==> src/rtl/pipeline_hazard_ctrl.sv <==
// pipeline_hazard_ctrl
// Central stall/flush controller for the 5-stage pipeline (IF, ID, EXE, MEM, WB).
// Combines RAW hazard detection, taken-branch squashing and a wait-state
// sequencer for multi-cycle data-memory accesses into the freeze/flush
// controls of the pipeline registers.
//
// Memory FSM
//   state    | meaning
//   ---------+-------------------------------------------------------------
//   S_IDLE   | no access in flight; a mem_req here starts one and stalls
//   S_ACCESS | access in flight; cnt counts the remaining stall cycles
//   S_DONE   | one-cycle completion: MEM data valid, stall released
module pipeline_hazard_ctrl #(
  parameter int MEM_LAT = 4,
  parameter int FWD_EN  = 0,
  parameter int CNT_W   = 16
) (
  input  logic             clk,
  input  logic             rst,
  input  logic             id_valid,
  input  logic [3:0]       id_src1,
  input  logic [3:0]       id_src2,
  input  logic             id_use_src1,
  input  logic             id_two_src,
  input  logic [3:0]       exe_dest,
  input  logic             exe_wb_en,
  input  logic             exe_mem_r_en,
  input  logic [3:0]       mem_dest,
  input  logic             mem_wb_en,
  input  logic             branch_taken,
  input  logic             mem_req,
  output logic             freeze_pc,
  output logic             flush_if_id,
  output logic             flush_id_exe,
  output logic             mem_stall,
  output logic             mem_done,
  output logic [CNT_W-1:0] stall_cnt
);

  typedef enum logic [1:0] {
    S_IDLE   = 2'd0,
    S_ACCESS = 2'd1,
    S_DONE   = 2'd2
  } mem_state_t;

  // The IDLE cycle that accepts the request is the first stall cycle, so the
  // ACCESS countdown covers the remaining MEM_LAT-1 cycles (MEM_LAT-2 down to 0).
  localparam logic [3:0] CNT_INIT = 4'(MEM_LAT - 2);

  mem_state_t       state_q, state_d;
  logic [3:0]       cnt_q, cnt_d;
  logic             stall_raw, done_raw;
  logic             hazard;
  logic             hazard_stall;
  logic [CNT_W-1:0] stall_cnt_q;

  logic m1_exe, m2_exe, m1_mem, m2_mem;

  assign m1_exe = id_use_src1 & (id_src1 == exe_dest);
  assign m2_exe = id_two_src  & (id_src2 == exe_dest);
  assign m1_mem = id_use_src1 & (id_src1 == mem_dest);
  assign m2_mem = id_two_src  & (id_src2 == mem_dest);

  // RAW detection: with forwarding only a load in EXE cannot be bypassed.
  always_comb begin
    hazard = 1'b0;
    if (FWD_EN != 0) begin
      hazard = id_valid & exe_mem_r_en & exe_wb_en & (m1_exe | m2_exe);
    end else begin
      hazard = id_valid & ((exe_wb_en & (m1_exe | m2_exe)) |
                           (mem_wb_en & (m1_mem | m2_mem)));
    end
  end

  // Memory FSM state and latency counter register.
  always_ff @(posedge clk) begin
    if (rst) begin
      state_q <= S_IDLE;
      cnt_q   <= 4'd0;
    end else begin
      state_q <= state_d;
      cnt_q   <= cnt_d;
    end
  end

  // Memory FSM next state and raw stall/done indications.
  always_comb begin
    state_d   = state_q;
    cnt_d     = cnt_q;
    stall_raw = 1'b0;
    done_raw  = 1'b0;
    case (state_q)
      S_IDLE: begin
        if (mem_req) begin
          stall_raw = 1'b1;
          state_d   = S_ACCESS;
          cnt_d     = CNT_INIT;
        end
      end
      S_ACCESS: begin
        stall_raw = 1'b1;
        if (cnt_q == 4'd0) begin
          state_d = S_DONE;
        end else begin
          cnt_d = cnt_q - 4'd1;
        end
      end
      S_DONE: begin
        // A request still high here belongs to the completing instruction.
        done_raw = 1'b1;
        state_d  = S_IDLE;
      end
      default: begin
        state_d = S_IDLE;
        cnt_d   = 4'd0;
      end
    endcase
  end

  // Prioritised freeze/flush: memory stall, then branch, then hazard.
  always_comb begin
    freeze_pc    = 1'b0;
    flush_if_id  = 1'b0;
    flush_id_exe = 1'b0;
    mem_stall    = 1'b0;
    mem_done     = 1'b0;
    hazard_stall = 1'b0;
    if (!rst) begin
      mem_stall = stall_raw;
      mem_done  = done_raw;
      if (stall_raw) begin
        freeze_pc = 1'b1;
      end else if (branch_taken) begin
        flush_if_id  = 1'b1;
        flush_id_exe = 1'b1;
      end else if (hazard) begin
        freeze_pc    = 1'b1;
        flush_id_exe = 1'b1;
        hazard_stall = 1'b1;
      end
    end
  end

  // Saturating count of cycles lost to hazard bubbles.
  always_ff @(posedge clk) begin
    if (rst) begin
      stall_cnt_q <= '0;
    end else if (hazard_stall && (stall_cnt_q != {CNT_W{1'b1}})) begin
      stall_cnt_q <= stall_cnt_q + 1'b1;
    end
  end

  assign stall_cnt = rst ? '0 : stall_cnt_q;

endmodule

==> config.mk <==
export PLATFORM = sky130hd
export DESIGN_NAME = pipeline_hazard_ctrl
export DESIGN_NICKNAME = d
export VERILOG_FILES = /design/src/rtl/pipeline_hazard_ctrl.sv
export SDC_FILE = /design/constraint.sdc
export NUM_CORES = 1
export LEC_CHECK = 0
export ABC_AREA = 1
export BUFFER_PORTS_ARGS = -buffer_cell sky130_fd_sc_hd__buf_2
export CORE_MARGIN = 5
export CORE_UTILIZATION = 45
export CTS_CLUSTER_DIAMETER = 30
export DETAILED_ROUTE_END_ITERATION = 16
export PLACE_DENSITY = 0.7
export SYNTH_ARGS = -nofsm -noshare
export SYNTH_HDL_FRONTEND = slang
export SYNTH_SLANG_ARGS = --single-unit
==> constraint.sdc <==
create_clock -name clk -period 2.5 [get_ports clk]
set_clock_uncertainty 0.1 [all_clocks]
set_input_delay 0 -clock clk [delete_from_list [all_inputs] [get_ports clk]]
set_output_delay 0 -clock clk [all_outputs]
set_load 0.01 [all_outputs]
==> results_dict.tcl, run 1 <==
set metrics [dict create \
    fp.dieW_um 72.77 \
    placed_area_um2 2039 \
    nNetsFinal 373 \
    postCtsSetupBuffers 0 \
    yosys.area.top_type "dfxtp_1" \
    clock-root-buffer "clkbuf_8" \
    crit_path_start_kind "flip-flop" \
    critPathCaptureType "flip-flop" \
    path_clk_slew_ns 0.07 \
    die_height_um 72.77 \
    grt_pass1_wl_um 6651 \
    cts.sinks 22 \
    cts_buffers 3 \
    routed_wl_um 3716 \
    fin_ws_ns 0.7333 \
    cts_buffer_depth 2 \
    grt_max_degree 26 \
    crit_start "stall_cnt_q[0]" \
    ant_nets 0 \
    rsz0062_at_grt "false" \
    final_common_cell "nand2_1" \
    synth-seq-cells 22 \
    drive_gt1_share_pct 22.81 \
    postCtsHoldBufs 0 \
    worst_slew_pin_slew_ns 0.5401 \
    gp_congestion 0.7781 \
    cp.required_ns 2.56 \
    yosysTopAreaCellShare_pct 24.84 \
    synth.avg_cell_area_um2 5.949 \
    syn_inst 298 \
    wl_per_cell_um 9.528 \
    yosys_warnings 0 \
    p_leak_uw 0.001099 \
    ctsResizeCount 0 \
    syn_to_final_growth_pct 17.36 \
    cts_tree "yes" \
    finalCritPeriodShare_pct 70.67 \
    dpl.hpwl_um 3009 \
    htree_levels 1 \
    grt_antenna_before_repair 0 \
    port_buffers 45 \
    critPathMaxFanout 7 \
    crit_type "reg -> reg" \
    drcViolationCount 0 \
    setup_viol 0 \
    tns_ns 0 \
    fin_crit_ns 1.767 \
    stdcell_area_um2 2081 \
    arrival_ns 1.83 \
    layout_common_cells "nand2_1 (72), nor2_1 (70), inv_1 (50)" \
    grtUsageTotal_pct 15.58 \
    rows 22 \
    netlist-cell-type-count 28 \
    slew_headroom_pct 63.96 \
    initial_utilization_pct 47.36 \
    hold_viol 0 \
    vdd_drop_max_v 0.0003709 \
    hold_ws_ns 0.04307 \
    maxCapViolCount 0 \
    drv_slew 0 \
    ys_top_cells_by_area "dfxtp_1 (25%), nand2_1 (15%), nor2_1 (15%)" \
    r2r-start "stall_cnt_q[0]" \
    via_count 1745 \
    min_from "mem_req" \
    ys_seq_area_share_pct 24.84 \
    synth-edff-count 0 \
    die-area_um2 5295 \
    io_pins 47 \
    max_freq_mhz 566.0 \
    drt_iter0_markers 80 \
    syn_area_um2 1773 \
    dp_slack_ns 0.7309 \
    powerDensity_nw_per_um2 375.6 \
    overflow 0 \
    first_global_vias 1586 \
    status "finished, final reports clean" \
    antenna_cells 0 \
    clk_latency_ns 0.26 \
    async_flop_share_pct 0 \
    ys.flop_type "dfxtp_1" \
    syn_nets 327 \
    hold_class "in -> reg" \
    p_total_uw 781.6 \
    viasPerCell 4.474 \
    dr.pass1.iters 4 \
    core_um2 3744 \
]
## metrics by stage
step                      cells  utilization (%)
after floorplan             298                -
after global placement      387            54.48
after detailed placement    387            54.48
after CTS                   390            55.58
after global routing        390            55.58
final                       390            55.58
## sequential cells by signal (all words and copies together) (netlist names)
signal       flops
cnt_q            4
state_q          2
stall_cnt_q     16
## routing by layer
layer	track usage [%]	up-vias	wire, µm
li1	-	991	-
met1	20.42	723	1832
met2	25.05	27	1629
met3	3.030	4	185
met4	6.148	0	68
met5	0	-	0
## report_power, final
| group | internal, µW | switching [µW] |
|---|---|---|
| clock | 108 | 107 |
| sequential | 366 | 8.29 |
| combinational | 70.2 | 122 |
## critical path, stage by stage (launching register included)
cell	delay, ns
dfxtp_1	0.34
ha_1	0.23
nand2_1	0.07
inv_1	0.05
nand3_2	0.12
nor2_4	0.05
nand3_4	0.10
inv_4	0.06
nor2_4	0.13
nand2_4	0.06
nor3_2	0.15
nand3_1	0.10
nand2_1	0.07
nor2_1	0.05
## logic make-up after synthesis
kind of cell | Yosys count | synth area share (%)
simple gates | 190 | 51.52
buf+inv | 60 | 13.06
xor+xnor | 6 | 2.964
compound gates | 17 | 5.504
fa+ha+maj | 3 | 2.117
flops | 22 | 24.84
## Yosys cell counts (2+ instances only)
cell / count
nand2_1: 72
nand2_4: 2
nand3_1: 18
nor2_2: 3
nor3_2: 3
nand2_2: 3
nor2_1: 70
nor2_4: 4
nor3_1: 4
xnor2_1: 5
o21ai_0: 4
inv_1: 50
clkbuf_1: 3
o21bai_2: 2
nand3_2: 2
a21oi_1: 11
ha_1: 3
dfxtp_1: 22
nand4_1: 3
nand4_4: 2
inv_2: 5
## layout make-up
cell class / count / area, µm²
flip-flops and latches: 22 / 440.4
inverters: 56 / 212.7
multi-input cells: 216 / 1101
repair buffers: 45 / 225.2
fillers: 405 / 1663
well taps: 48 / 60.06
clock buffers: 3 / 41.29
## final timing paths
check        slack (ns)  depth (start not counted)               to
max                0.73                         13  stall_cnt_q[14]
min                0.04                          5       state_q[0]
max reg2reg        0.73                         13  stall_cnt_q[14]
min reg2reg        0.36                          2         cnt_q[0]
Power figures use the tool's default switching activity.
==> inputs of run 2 (changes only) <==
Clock period 2.5 ns to 1.8 ns, I/O delays scaled along.
==> results_dict.tcl, run 2 (same netlist as run 1, synthesis figures left out) <==
set metrics [dict create \
    status "finished, final reports clean" \
    antenna_cells 0 \
    powerDensity_nw_per_um2 529.5 \
    drcViolationCount 0 \
    critPathMaxFanout 7 \
    layout_common_cells "nand2_1 (72), nor2_1 (68), inv_1 (49)" \
    htree_levels 1 \
    largest_reg_flops 16 \
    met2_usage_pct 24.55 \
    worst_slew_pin_slew_ns 0.4692 \
    final_common_cell "nand2_1" \
    critPathBufInv 2 \
    cts_buffer_depth 2 \
    rows 22 \
    cts.sinks 22 \
    fp.dieW_um 72.77 \
    dr.pass1.iters 4 \
    ant_nets 0 \
    overflow 0 \
    maxCapViolCount 0 \
    core_um2 3744 \
    grt_pass1_wl_um 6589 \
    initial_utilization_pct 47.36 \
    vdd_drop_max_v 0.0004226 \
    setup_viol 0 \
    top_register "stall_cnt_q" \
    final_core_util_pct 57.55 \
    cts_buffers 3 \
    gr-max-usage-layer "met2" \
    placed_area_um2 2054 \
    crit_family "simple AND/OR/NAND/NOR gates" \
    met3_usage_pct 2.342 \
    drt_iter0_markers 74 \
    crit_chain "ha_2 -> nand2_1 -> inv_2 -> nand3_4 -> nor2_4 -> nand3_4 -> inv_4 -> nor2_4 -> nand2_4 -> nor3_2 -> a21oi_1 -> nor2_1" \
    grtUsageTotal_pct 15.01 \
    nNetsFinal 377 \
    clock-root-buffer "clkbuf_8" \
    io_pins 47 \
    port_buffers 45 \
    crit_path_start_kind "flip-flop" \
    hold_class "in -> reg" \
    dpl.hpwl_um 3105 \
    cts_tree "yes" \
    postCtsHoldBufs 0 \
    finalCritPeriodShare_pct 93.82 \
    viasPerCell 4.504 \
    slowest_stage "dfxtp_4" \
    hold_viol 0 \
    drive_gt1_share_pct 25.94 \
    first_global_vias 1542 \
    fin_crit_ns 1.689 \
    p_total_uw 1141 \
    stdcell_area_um2 2155 \
    die-area_um2 5295 \
    max_stage_delay_ns 0.37 \
    fillers 382 \
    arrival_ns 1.75 \
    crit_type "reg -> reg" \
    rrSetupSlack_ns 0.11 \
    reg_top3 "stall_cnt_q x16, cnt_q x4, state_q x2" \
    drv_slew 0 \
    wl_per_cell_um 9.754 \
    gp_congestion 0.8196 \
    syn_to_final_growth_pct 21.52 \
    cp.required_ns 1.86 \
    path_clk_slew_ns 0.08 \
    clk_latency_ns 0.26 \
    via_count 1779 \
    max_freq_mhz 592.2 \
    critPathCaptureType "flip-flop" \
    grt_antenna_before_repair 0 \
    grt_max_degree 26 \
    slew_headroom_pct 68.72 \
    routed_wl_um 3853 \
    p_leak_uw 0.001140 \
    die_height_um 72.77 \
    grt_use_met1_pct 21.57 \
]
==> run 2: cell count changes in the layout (fill, tap and decap cells not counted), moves of 2 or more <==
cell	previous run	this run
buf_4	0	4
dfxtp_1	22	20
nor2_1	70	68
nor2_2	3	5
==> run 2: tightest hold or removal path, stage by stage <==
cell and delay [ns]:
buf_2 0.10, nand2_1 0.07, nand2_1 0.05, inv_1 0.09, nor3_1 0.06
==> run 2: final timing paths <==
path / depth (start not counted) / from / to
worst min-delay path: 5 / mem_req / state_q[0]
worst max-delay path: 12 / stall_cnt_q[0] / stall_cnt_q[14]
worst min register to register: 2 / cnt_q[0] / cnt_q[0]
worst max register to register: 12 / stall_cnt_q[0] / stall_cnt_q[14]
==> run 2: area by class of cell <==
type	instances	area, µm²	area share, %
clock buffers	4	55.05	2.555
inverters	56	212.7	9.872
multi-input cells	216	1126	52.26
flip-flops and latches	22	445.4	20.67
well taps	48	60.06	2.787
repair buffers	49	255.2	11.85
==> run 2: metrics by stage <==
| step | cells | worst slack (ns) | TNS [ns] | hold slack, ns |
|---|---|---|---|---|
| global route | 395 | -0.002933 | -0.002933 | 0.07681 |
| finish | 395 | 0.1113 | 0 | 0.05035 |
| CTS | 393 | 0.03840 | 0 | 0.03214 |
| floorplan | 298 | 0.1491 | 0 | 0.02948 |
| global placement | 389 | 0.07181 | 0 | 0.3018 |
| detailed placement | 389 | 0.01281 | 0 | 0.3059 |
==> run 2: where the power goes <==
part	total (µW)	switching [µW]	internal (µW)
Combinational	270	170	101
Clock	353	158	195
Sequential	518	11.0	507
Total	1140	339	802
==> run 2: what timing repair did <==
| item | in CTS | in global routing |
|---|---|---|
| gates resized for setup | 1 | 9 |
| setup endpoints to repair | 1 | 9 |
| setup buffers | 0 | 2 |
| pin swaps | 0 | 2 |
| gates cloned | 0 | 0 |
==> run 2: per-layer routing <==
metal / routed length, µm / part of all wire (%)
met1: 1977 / 51
met5: 0 / 0
met2: 1703 / 44
met3: 153 / 4.0
met4: 19 / 0.49
==> inputs of run 3 (changes only) <==
Settings changed: CTS_BUF_LIST set to sky130_fd_sc_hd__clkbuf_2.
==> results_dict.tcl, run 3 (same netlist as run 1, synthesis figures left out) <==
set metrics [dict create \
    status "finished, final reports clean" \
    hold_viol 0 \
    swShare_pct 33.54 \
    port_buffers 45 \
    die_height_um 72.77 \
    hold_class "in -> reg" \
    slew_headroom_pct 69.83 \
    syn_to_final_growth_pct 20.04 \
    top_register "stall_cnt_q" \
    stdcell_area_um2 2128 \
    critPathBufInv 2 \
    pwr-share-comb_pct 27.6 \
    dp_slack_ns 0.01281 \
    p_int_uw 661.7 \
    initial_utilization_pct 47.36 \
    nNetsFinal 378 \
    slowest_stage "dfxtp_4" \
    routed_wl_um 3830 \
    die-area_um2 5295 \
    powerDensity_nw_per_um2 467.8 \
    dp_cells 389 \
    dpl.hpwl_um 3105 \
    largest_reg_flops 16 \
    dr.pass1.iters 4 \
    finalCritPeriodShare_pct 92.23 \
    fin_ws_ns 0.1398 \
    cts.sinks 22 \
    cts_buffer_depth 2 \
    clk_latency_ns 0.33 \
    fp.dieW_um 72.77 \
    reg_top3 "stall_cnt_q x16, cnt_q x4, state_q x2" \
    drt_iter0_markers 68 \
    drcViolationCount 0 \
    setup_viol 0 \
    tns_ns 0 \
    critPathMaxFanout 7 \
    rows 22 \
    placed_area_um2 2054 \
    rrSetupSlack_ns 0.14 \
    grt_pass1_wl_um 6596 \
    final_core_util_pct 56.85 \
    reg2reg_depth 12 \
    vdd_drop_max_v 0.0004164 \
    arrival_ns 1.82 \
    crit_chain "ha_2 -> nand2_1 -> inv_2 -> nand3_4 -> nor2_4 -> nand3_4 -> inv_4 -> nor2_4 -> nand2_4 -> nor3_2 -> a21oi_1 -> nor2_1" \
    fillers 391 \
    maxCapViolCount 0 \
    crit_family "simple AND/OR/NAND/NOR gates" \
    via_count 1781 \
    gp_congestion 0.8196 \
    wl_per_cell_um 9.672 \
    final_common_cell "nand2_1" \
    fin_crit_ns 1.660 \
    max_stage_delay_ns 0.40 \
    layout_common_cells "nand2_1 (72), nor2_1 (68), inv_1 (49)" \
    drive_gt1_share_pct 25.57 \
    grtUsageTotal_pct 15.15 \
    area.sequential_um2 447.9 \
    hold_depth 5 \
    power.switching_uw 333.9 \
    first_global_vias 1542 \
    path_clk_slew_ns 0.23 \
    seqPwrFrac_pct 52.3 \
    cts_tree "yes" \
    cp.required_ns 1.96 \
    core_um2 3744 \
    worst_slew_pin_slew_ns 0.4479 \
    viasPerCell 4.497 \
    ant_nets 0 \
    final_cells 396 \
    antenna_cells 0 \
    max_freq_mhz 602.4 \
    drv_slew 0 \
    cts_buffers 3 \
    p_leak_uw 0.001111 \
    overflow 0 \
    crit_type "reg -> reg" \
    critPathCaptureType "flip-flop" \
    io_pins 47 \
    crit_cells 12 \
    grt_max_degree 26 \
    crit_path_start_kind "flip-flop" \
    clock-root-buffer "clkbuf_2" \
    p_clk_share_pct 20.1 \
    multi_input_area_um2 1121 \
    grt_antenna_before_repair 0 \
    htree_levels 1 \
]
run 3: area by class of cell:
cell class                 instances  share of cell area, %
multi-input combinational        216                  52.68
sequential                        22                  21.05
timing repair buffer              50                  12.58
inverter                          56                  9.994
tap                               48                  2.822
clock buffer                       3                 0.7055
clock inverter                     1                 0.1764
run 3: timing repair:
item | in CTS | in global routing
hold buffers | 2 | 0
endpoints found under the hold margin | 2 | 0
resized for setup | 0 | 11
endpoints found under the setup margin | 0 | 12
setup buffers | 0 | 1
run 3: path summary, 6_finish.rpt:
kind / from / endpoint
worst max-delay path: stall_cnt_q[0] / stall_cnt_q[14]
worst min-delay path: branch_taken / stall_cnt_q[3]
worst min register to register: cnt_q[0] / cnt_q[0]
worst max register to register: stall_cnt_q[0] / stall_cnt_q[14]
run 3: per-stage QoR:
| step | total power [µW] | hold WS (ns) |
|---|---|---|
| finish | 995.6 | 0.02892 |
| global route | 1081 | 0.01668 |
| CTS | 1007 | 0.01430 |
| detailed placement | 798.3 | 0.3059 |
| global placement | 794.5 | 0.3018 |
| floorplan | 715.4 | 0.02948 |
run 3: layer usage:
| metal | GRT usage (%) | part of all wire, % |
|---|---|---|
| met5 | 0 | 0 |
| met4 | 2.459 | 0.52 |
| met1 | 21.57 | 51 |
| met2 | 24.45 | 44 |
| met3 | 2.342 | 4.0 |
run 3: tightest hold or removal path, stage by stage:
cell and delay [ns]:
buf_2 0.09, nor2_1 0.06, nand4_4 0.13, nor3_1 0.05, nor2_1 0.08
run 3: power by group through the flow:
stage	Sequential [µW]	Combinational (µW)	Clock (µW)
after detailed placement	531	267	0
final	520	275	200
after global placement	531	264	0
after global routing	524	320	237
after CTS	521	273	213
after floorplan	529	187	0
